<file path="src/rtl/btn_sw_debounce_pkg.sv">
// Shared constants for the button/switch conditioning stage.
package btn_sw_debounce_pkg;

  // Acceptance time for the 100 MHz board build (10 ms) and for fast simulation builds
  localparam int DEB_CYCLES_BOARD = 1_000_000;
  localparam int DEB_CYCLES_SIM   = 8;

  // Position of the divider STEP select within sw_out
  localparam int STEP_IDX = 0;

  // Counter width needed to hold 0 .. deb-1 with headroom for deb itself
  function automatic int cnt_width(input int deb);
    return $clog2(deb + 1);
  endfunction

endpackage

</file>
<file path="src/rtl/btn_sw_debounce_debounce_ch.sv">
// One debounced input channel: two-flop synchroniser, stability counter,
// accepted level and an optional registered rising-edge pulse.
module debounce_ch
  import btn_sw_debounce_pkg::*;
#(
  parameter int DEB_CYCLES = DEB_CYCLES_SIM,
  parameter bit EDGE_PULSE = 1'b1
) (
  input  logic clk,
  input  logic rst,
  input  logic raw,
  output logic level,
  output logic pulse
);

  localparam int              CNT_W = cnt_width(DEB_CYCLES);
  localparam logic [CNT_W-1:0] LAST = CNT_W'(DEB_CYCLES - 1);

  logic             s1;
  logic             s2;
  logic             stable;
  logic             pulse_q;
  logic [CNT_W-1:0] cnt;
  logic             accept;

  // The synchronised level has differed from the accepted one for long enough
  assign accept = (s2 != stable) && (cnt == LAST);

  // Bring the asynchronous raw level into the clock domain through two flops
  always_ff @(posedge clk) begin
    if (rst) begin
      s1 <= 1'b0;
      s2 <= 1'b0;
    end else begin
      s1 <= raw;
      s2 <= s1;
    end
  end

  // Count consecutive differing cycles; any return to the accepted level restarts the count
  always_ff @(posedge clk) begin
    if (rst) begin
      stable <= 1'b0;
      cnt    <= '0;
    end else if (s2 == stable) begin
      cnt <= '0;
    end else if (accept) begin
      stable <= s2;
      cnt    <= '0;
    end else begin
      cnt <= cnt + 1'b1;
    end
  end

  // Single-cycle pulse coinciding with an accepted rise of the level
  always_ff @(posedge clk) begin
    if (rst) begin
      pulse_q <= 1'b0;
    end else begin
      pulse_q <= EDGE_PULSE && accept && s2;
    end
  end

  assign level = stable;
  assign pulse = pulse_q;

endmodule

</file>
<file path="src/rtl/btn_sw_debounce.sv">
// Input conditioning for the board buttons and switches: every input gets its
// own independent synchroniser/debouncer; buttons also produce press pulses.
module btn_sw_debounce
  import btn_sw_debounce_pkg::*;
#(
  parameter int NBTN       = 5,
  parameter int NSW        = 16,
  parameter int DEB_CYCLES = DEB_CYCLES_BOARD
) (
  input  logic            clk,
  input  logic            rst,
  input  logic [NBTN-1:0] btn_in,
  input  logic [NSW-1:0]  sw_in,
  output logic [NBTN-1:0] btn_out,
  output logic [NBTN-1:0] btn_pulse,
  output logic [NSW-1:0]  sw_out
);

  // Switches never pulse; their pulse outputs are constant zero and left unused
  logic [NSW-1:0] sw_pulse_unused;

  // Button channels with rising-edge pulses
  for (genvar i = 0; i < NBTN; i++) begin : g_btn
    debounce_ch #(
      .DEB_CYCLES(DEB_CYCLES),
      .EDGE_PULSE(1'b1)
    ) u_ch (
      .clk  (clk),
      .rst  (rst),
      .raw  (btn_in[i]),
      .level(btn_out[i]),
      .pulse(btn_pulse[i])
    );
  end

  // Switch channels, level only; sw_out[STEP_IDX] feeds the divider STEP select
  for (genvar j = 0; j < NSW; j++) begin : g_sw
    debounce_ch #(
      .DEB_CYCLES(DEB_CYCLES),
      .EDGE_PULSE(1'b0)
    ) u_ch (
      .clk  (clk),
      .rst  (rst),
      .raw  (sw_in[j]),
      .level(sw_out[j]),
      .pulse(sw_pulse_unused[j])
    );
  end

endmodule

</file>
<file path="config.mk">
export PLATFORM = sky130hd
export DESIGN_NAME = btn_sw_debounce
export DESIGN_NICKNAME = d
export VERILOG_FILES = /design/src/rtl/btn_sw_debounce_pkg.sv /design/src/rtl/btn_sw_debounce_debounce_ch.sv /design/src/rtl/btn_sw_debounce.sv
export SDC_FILE = /design/constraint.sdc
export NUM_CORES = 1
export LEC_CHECK = 0
export ABC_CLOCK_PERIOD_IN_PS = 3200
export BUFFER_PORTS_ARGS = -buffer_cell sky130_fd_sc_hd__buf_2
export CORE_MARGIN = 4
export CORE_UTILIZATION = 45
export CTS_CLUSTER_DIAMETER = 50
export DETAILED_ROUTE_END_ITERATION = 12
export PLACE_DENSITY = 0.7
export SYNTH_ARGS = -nofsm -noshare
export SYNTH_HDL_FRONTEND = slang
export SYNTH_SLANG_ARGS = --single-unit
</file>
<file path="constraint.sdc">
create_clock -name clk -period 3.2 [get_ports clk]
set_clock_uncertainty 0.1 [all_clocks]
set_input_delay 0.64 -clock clk [delete_from_list [all_inputs] [get_ports clk]]
set_output_delay 0.64 -clock clk [all_outputs]
set_load 0.005 [all_outputs]
</file>
==> metrics.txt <==
endpoints failing hold 0; area taken by flip-flops and latches 0.00977 sq mm; kind of path behind the tightest hold check primary input to flop; fraction of the yosys area taken by sequential cells 45.5%; cell taking the most area after synthesis sky130_fd_sc_hd__dfxtp_1; first-pass iteration count of the detailed router 6; Slowest Stage Delay on Critical Path 0.69 ns; warning count from the yosys run 0; Worst path slowest cell sky130_fd_sc_hd__or4b_2; count of flip-flops with a built-in enable after synthesis 0; Endpoint, Worst Hold g_sw[8].u_ch.s1$_SDFF_PP0_; per-cell routed wire length 13.0 um; CTS Hold Bufs 0; via count of the first global-routing pass 16200; worst-path maximum fanout 20; worst r2r dst g_btn[2].u_ch.cnt[2]$_SDFF_PP0_; cell type group with the largest total delay on the critical path simple AND/OR/NAND/NOR gates; static power due to leakage 7.17 nW; overall die height 227 um; weighted congestion reported at the end of routability-driven placement 0.813; Distinct cells, synth 57; number of antenna violations at the first check in global routing 0; fraction of layout instances using a drive strength above 1 8.36%; NetSw 0.00261 W; cell count after placement 3021; Vias/cell 5.45; detailed-route via count 17000; sum of overflow across all layers after global routing 0; M1 wire length 18500 um; top cells by area, synth sky130_fd_sc_hd__dfxtp_1 45%, sky130_fd_sc_hd__xnor2_1 6.5%, sky130_fd_sc_hd__nor2_1 5.6%, sky130_fd_sc_hd__xor2_1 4.6%, sky130_fd_sc_hd__a21oi_1 3.3%; floorplan die area 0.0513 sq mm; worst max-slew margin expressed relative to the limit 49.2%; Data required, critical path 3.56 ns; global-route total usage across every layer 15.7%; syn_area_per_cell 8.73 sq um; number of placement rows 79; CTS buffer count 54; unrepaired setup endpoints after global routing no; remaining design rule violation count 0; wire length of the first global-routing pass 71400 um; Cell Area, Synth 0.0215 sq mm; number of register bits inferred by synthesis 488; boundary pin count 49; start-to-end type of the worst setup path flop to flop; number of buffers and inverters on the critical path 0; Detailed Route Iter0 Violations 804; Least-Margin Pin Slew 0.762 ns; clock group share of total power 51.9%; clock net sink count 488; wire length reported by the detailed router 40500 um; worst flop-to-flop path startpoint g_btn[2].u_ch.cnt[11]$_SDFF_PP0_; combinational share of power 1.1%; top post-synthesis cells by count 488 x sky130_fd_sc_hd__dfxtp_1, 320 x sky130_fd_sc_hd__nor2_1, 159 x sky130_fd_sc_hd__xnor2_1; relative area change from synthesis to final layout 11.9%; count of cells resized by post-cts repair 0; Cell Int Power 0.0104 W; diodes inserted 0; highest clock rate 422 MHz; synthesized netlist cell count 2460; peak ir drop on the vdd network 0.428 mV; kind of launch point of the worst setup path flop; main flop type after synthesis sky130_fd_sc_hd__dfxtp_1; crit path DAT 2.73 ns; R2R setup slack 0.83 ns; root buffer selected by CTS sky130_fd_sc_hd__clkbuf_16; TritonCTS clock tree done; maximum number of pins on one net before global-route repair 37; Setup Fix Bufs, Post-CTS 0; area taken by multi-input logic gates 0.0108 sq mm; period utilisation layout 74.1%; Top Metal Used met4; outcome completed; async set-or-reset flop fraction in the synthesized netlist 0%; Synth top area share 45.5%; shortest clock period the worst path allows after layout 2.37 ns; Synthesized Nets 2504; depth of the CTS H-tree 2; effective utilization at floorplan 45.9%; Hold Startpoint sw_in[8]; die boundary width 227 um; library cell with the highest instance count after synthesis sky130_fd_sc_hd__dfxtp_1; buffers from clock root to sink, at most 3; total power divided by cell area 542 mW/mm^2; Final Net Count 2514; fill cell instance count of the final layout 4325; Routed met3 length 1300 um; Placeable Area 0.0469 sq mm; switching power as a share of total power 20.1%; worst-skew pair later-pin latency 0.61 ns; sequential share of power 47.1%; Critical Path Sink Type flop; final number of setup-violating endpoints 0; HPWL after DPL 27500 um; non-filler cells in the finished layout 3119; Port-buffer cells 48; antenna-violating nets left 0; Reg clk slew, reported paths 0.06 ns; count of maximum capacitance violations 0; max-slew violations 0; crit path cell chain or4b_2, nor4_2, a211o_1, nor2_1; setup_tns 0 ns; worst reg2reg path depth 4; worst hold path cell count 2; met2 wire len 19700 um
stage by stage:
step | worst slack (ns) | total power [W] | instance area (sq um) | util, % | hold WS (ns)
after CTS | 0.812 | 0.0132 | 24000 | 51.3 | 0.0943
after floorplan | 1.12 | 0.00635 | 21500 | - | 0.313
after detailed placement | 0.835 | 0.00640 | 22100 | 47.1 | 0.324
final | 0.828 | 0.0130 | 24000 | 51.3 | 0.143
after global routing | 0.597 | 0.0135 | 24000 | 51.3 | 0.119
after global placement | 0.909 | 0.00640 | 22100 | 47.1 | 0.318
logic make-up after synthesis:
family                     synth area share (%)
AOI/OAI and AO/OA                          8.69
DFF                                        45.5
xor gates and xnor gates                   11.1
and+or+nand+nor                            29.3
buffers and inverters                      4.26
adders and majority gates                  1.22
power groups by stage:
| stage | sequential (W) | clock, W | combinational (W) |
|---|---|---|---|
| finish | 0.00613 | 0.00675 | 0.000137 |
| floorplan | 0.00626 | 0 | 0.0000971 |
| global placement | 0.00626 | 0 | 0.000136 |
| detailed placement | 0.00626 | 0 | 0.000140 |
| global route | 0.00613 | 0.00722 | 0.000155 |
| CTS | 0.00613 | 0.00697 | 0.000140 |
flip-flops by register name, summed over array words and instances (netlist names):
name              cells
g_btn.u_ch.s2         5
g_sw.u_ch.s1         16
g_btn.u_ch.s1         5
g_sw.u_ch.level      16
g_btn.u_ch.level      5
g_btn.u_ch.cnt      100
g_sw.u_ch.cnt       320
g_sw.u_ch.s2         16
g_btn.u_ch.pulse      5
layout by cell type, fill, tap and decap left out, types with 8 or more instances in the layout:
| cell type | netlist | layout |
|---|---|---|
| sky130_fd_sc_hd__nand4_1 | 103 | 103 |
| sky130_fd_sc_hd__inv_1 | 93 | 93 |
| sky130_fd_sc_hd__nand3_1 | 138 | 138 |
| sky130_fd_sc_hd__clkbuf_8 | 0 | 11 |
| sky130_fd_sc_hd__or4_1 | 82 | 82 |
| sky130_fd_sc_hd__a21oi_1 | 143 | 143 |
| sky130_fd_sc_hd__o31ai_1 | 51 | 51 |
| sky130_fd_sc_hd__ha_1 | 21 | 21 |
| sky130_fd_sc_hd__and3_1 | 24 | 24 |
| sky130_fd_sc_hd__nor2_1 | 320 | 320 |
| sky130_fd_sc_hd__nor4_1 | 44 | 44 |
| sky130_fd_sc_hd__nor2b_1 | 46 | 46 |
| sky130_fd_sc_hd__nand2_1 | 124 | 124 |
| sky130_fd_sc_hd__o21ai_1 | 8 | 11 |
| sky130_fd_sc_hd__buf_4 | 31 | 16 |
| sky130_fd_sc_hd__or2_2 | 14 | 14 |
| sky130_fd_sc_hd__buf_2 | 17 | 47 |
| sky130_fd_sc_hd__xor2_1 | 113 | 113 |
| sky130_fd_sc_hd__or4b_1 | 10 | 10 |
| sky130_fd_sc_hd__nor4b_1 | 13 | 13 |
| sky130_fd_sc_hd__or3_1 | 90 | 90 |
| sky130_fd_sc_hd__nor3_1 | 53 | 53 |
| sky130_fd_sc_hd__xnor2_1 | 159 | 159 |
| sky130_fd_sc_hd__or4b_2 | 8 | 8 |
| sky130_fd_sc_hd__bufinv_16 | 0 | 11 |
| sky130_fd_sc_hd__dfxtp_1 | 488 | 488 |
| sky130_fd_sc_hd__and2_1 | 17 | 17 |
| sky130_fd_sc_hd__o21ai_0 | 87 | 84 |
| sky130_fd_sc_hd__and4_1 | 33 | 33 |
| sky130_fd_sc_hd__clkbuf_16 | 0 | 54 |
worst max-delay path by stage:
stage                                                 from                          endpoint  cells after the start
after floorplan             g_sw[7].u_ch.cnt[0]$_SDFF_PP0_   g_sw[7].u_ch.cnt[10]$_SDFF_PP0_                      7
after global placement    g_btn[2].u_ch.cnt[11]$_SDFF_PP0_  g_btn[2].u_ch.cnt[14]$_SDFF_PP0_                      4
after detailed placement   g_btn[2].u_ch.cnt[0]$_SDFF_PP0_  g_btn[2].u_ch.cnt[16]$_SDFF_PP0_                      5
after CTS                  g_btn[2].u_ch.cnt[0]$_SDFF_PP0_   g_btn[2].u_ch.cnt[2]$_SDFF_PP0_                      5
after global routing       g_btn[2].u_ch.cnt[0]$_SDFF_PP0_   g_btn[2].u_ch.cnt[7]$_SDFF_PP0_                      5
final                     g_btn[2].u_ch.cnt[11]$_SDFF_PP0_   g_btn[2].u_ch.cnt[2]$_SDFF_PP0_                      4
layout make-up:
class | instances | area share, %
multi-input cells | 1769 | 44.9
clock inverters | 28 | 1.91
inverters | 93 | 1.45
clock buffers | 70 | 6.33
well taps | 607 | 3.16
repair buffers | 64 | 1.56
flip-flops and latches | 488 | 40.6
layer usage:
layer / vias to the layer above / track usage (%)
met5: - / 0
met4: 0 / 5.40
met3: 66 / 2.76
met2: 205 / 27.7
met1: 8029 / 19.4
li1: 8700 / -
(Power assumes the default switching activity.)
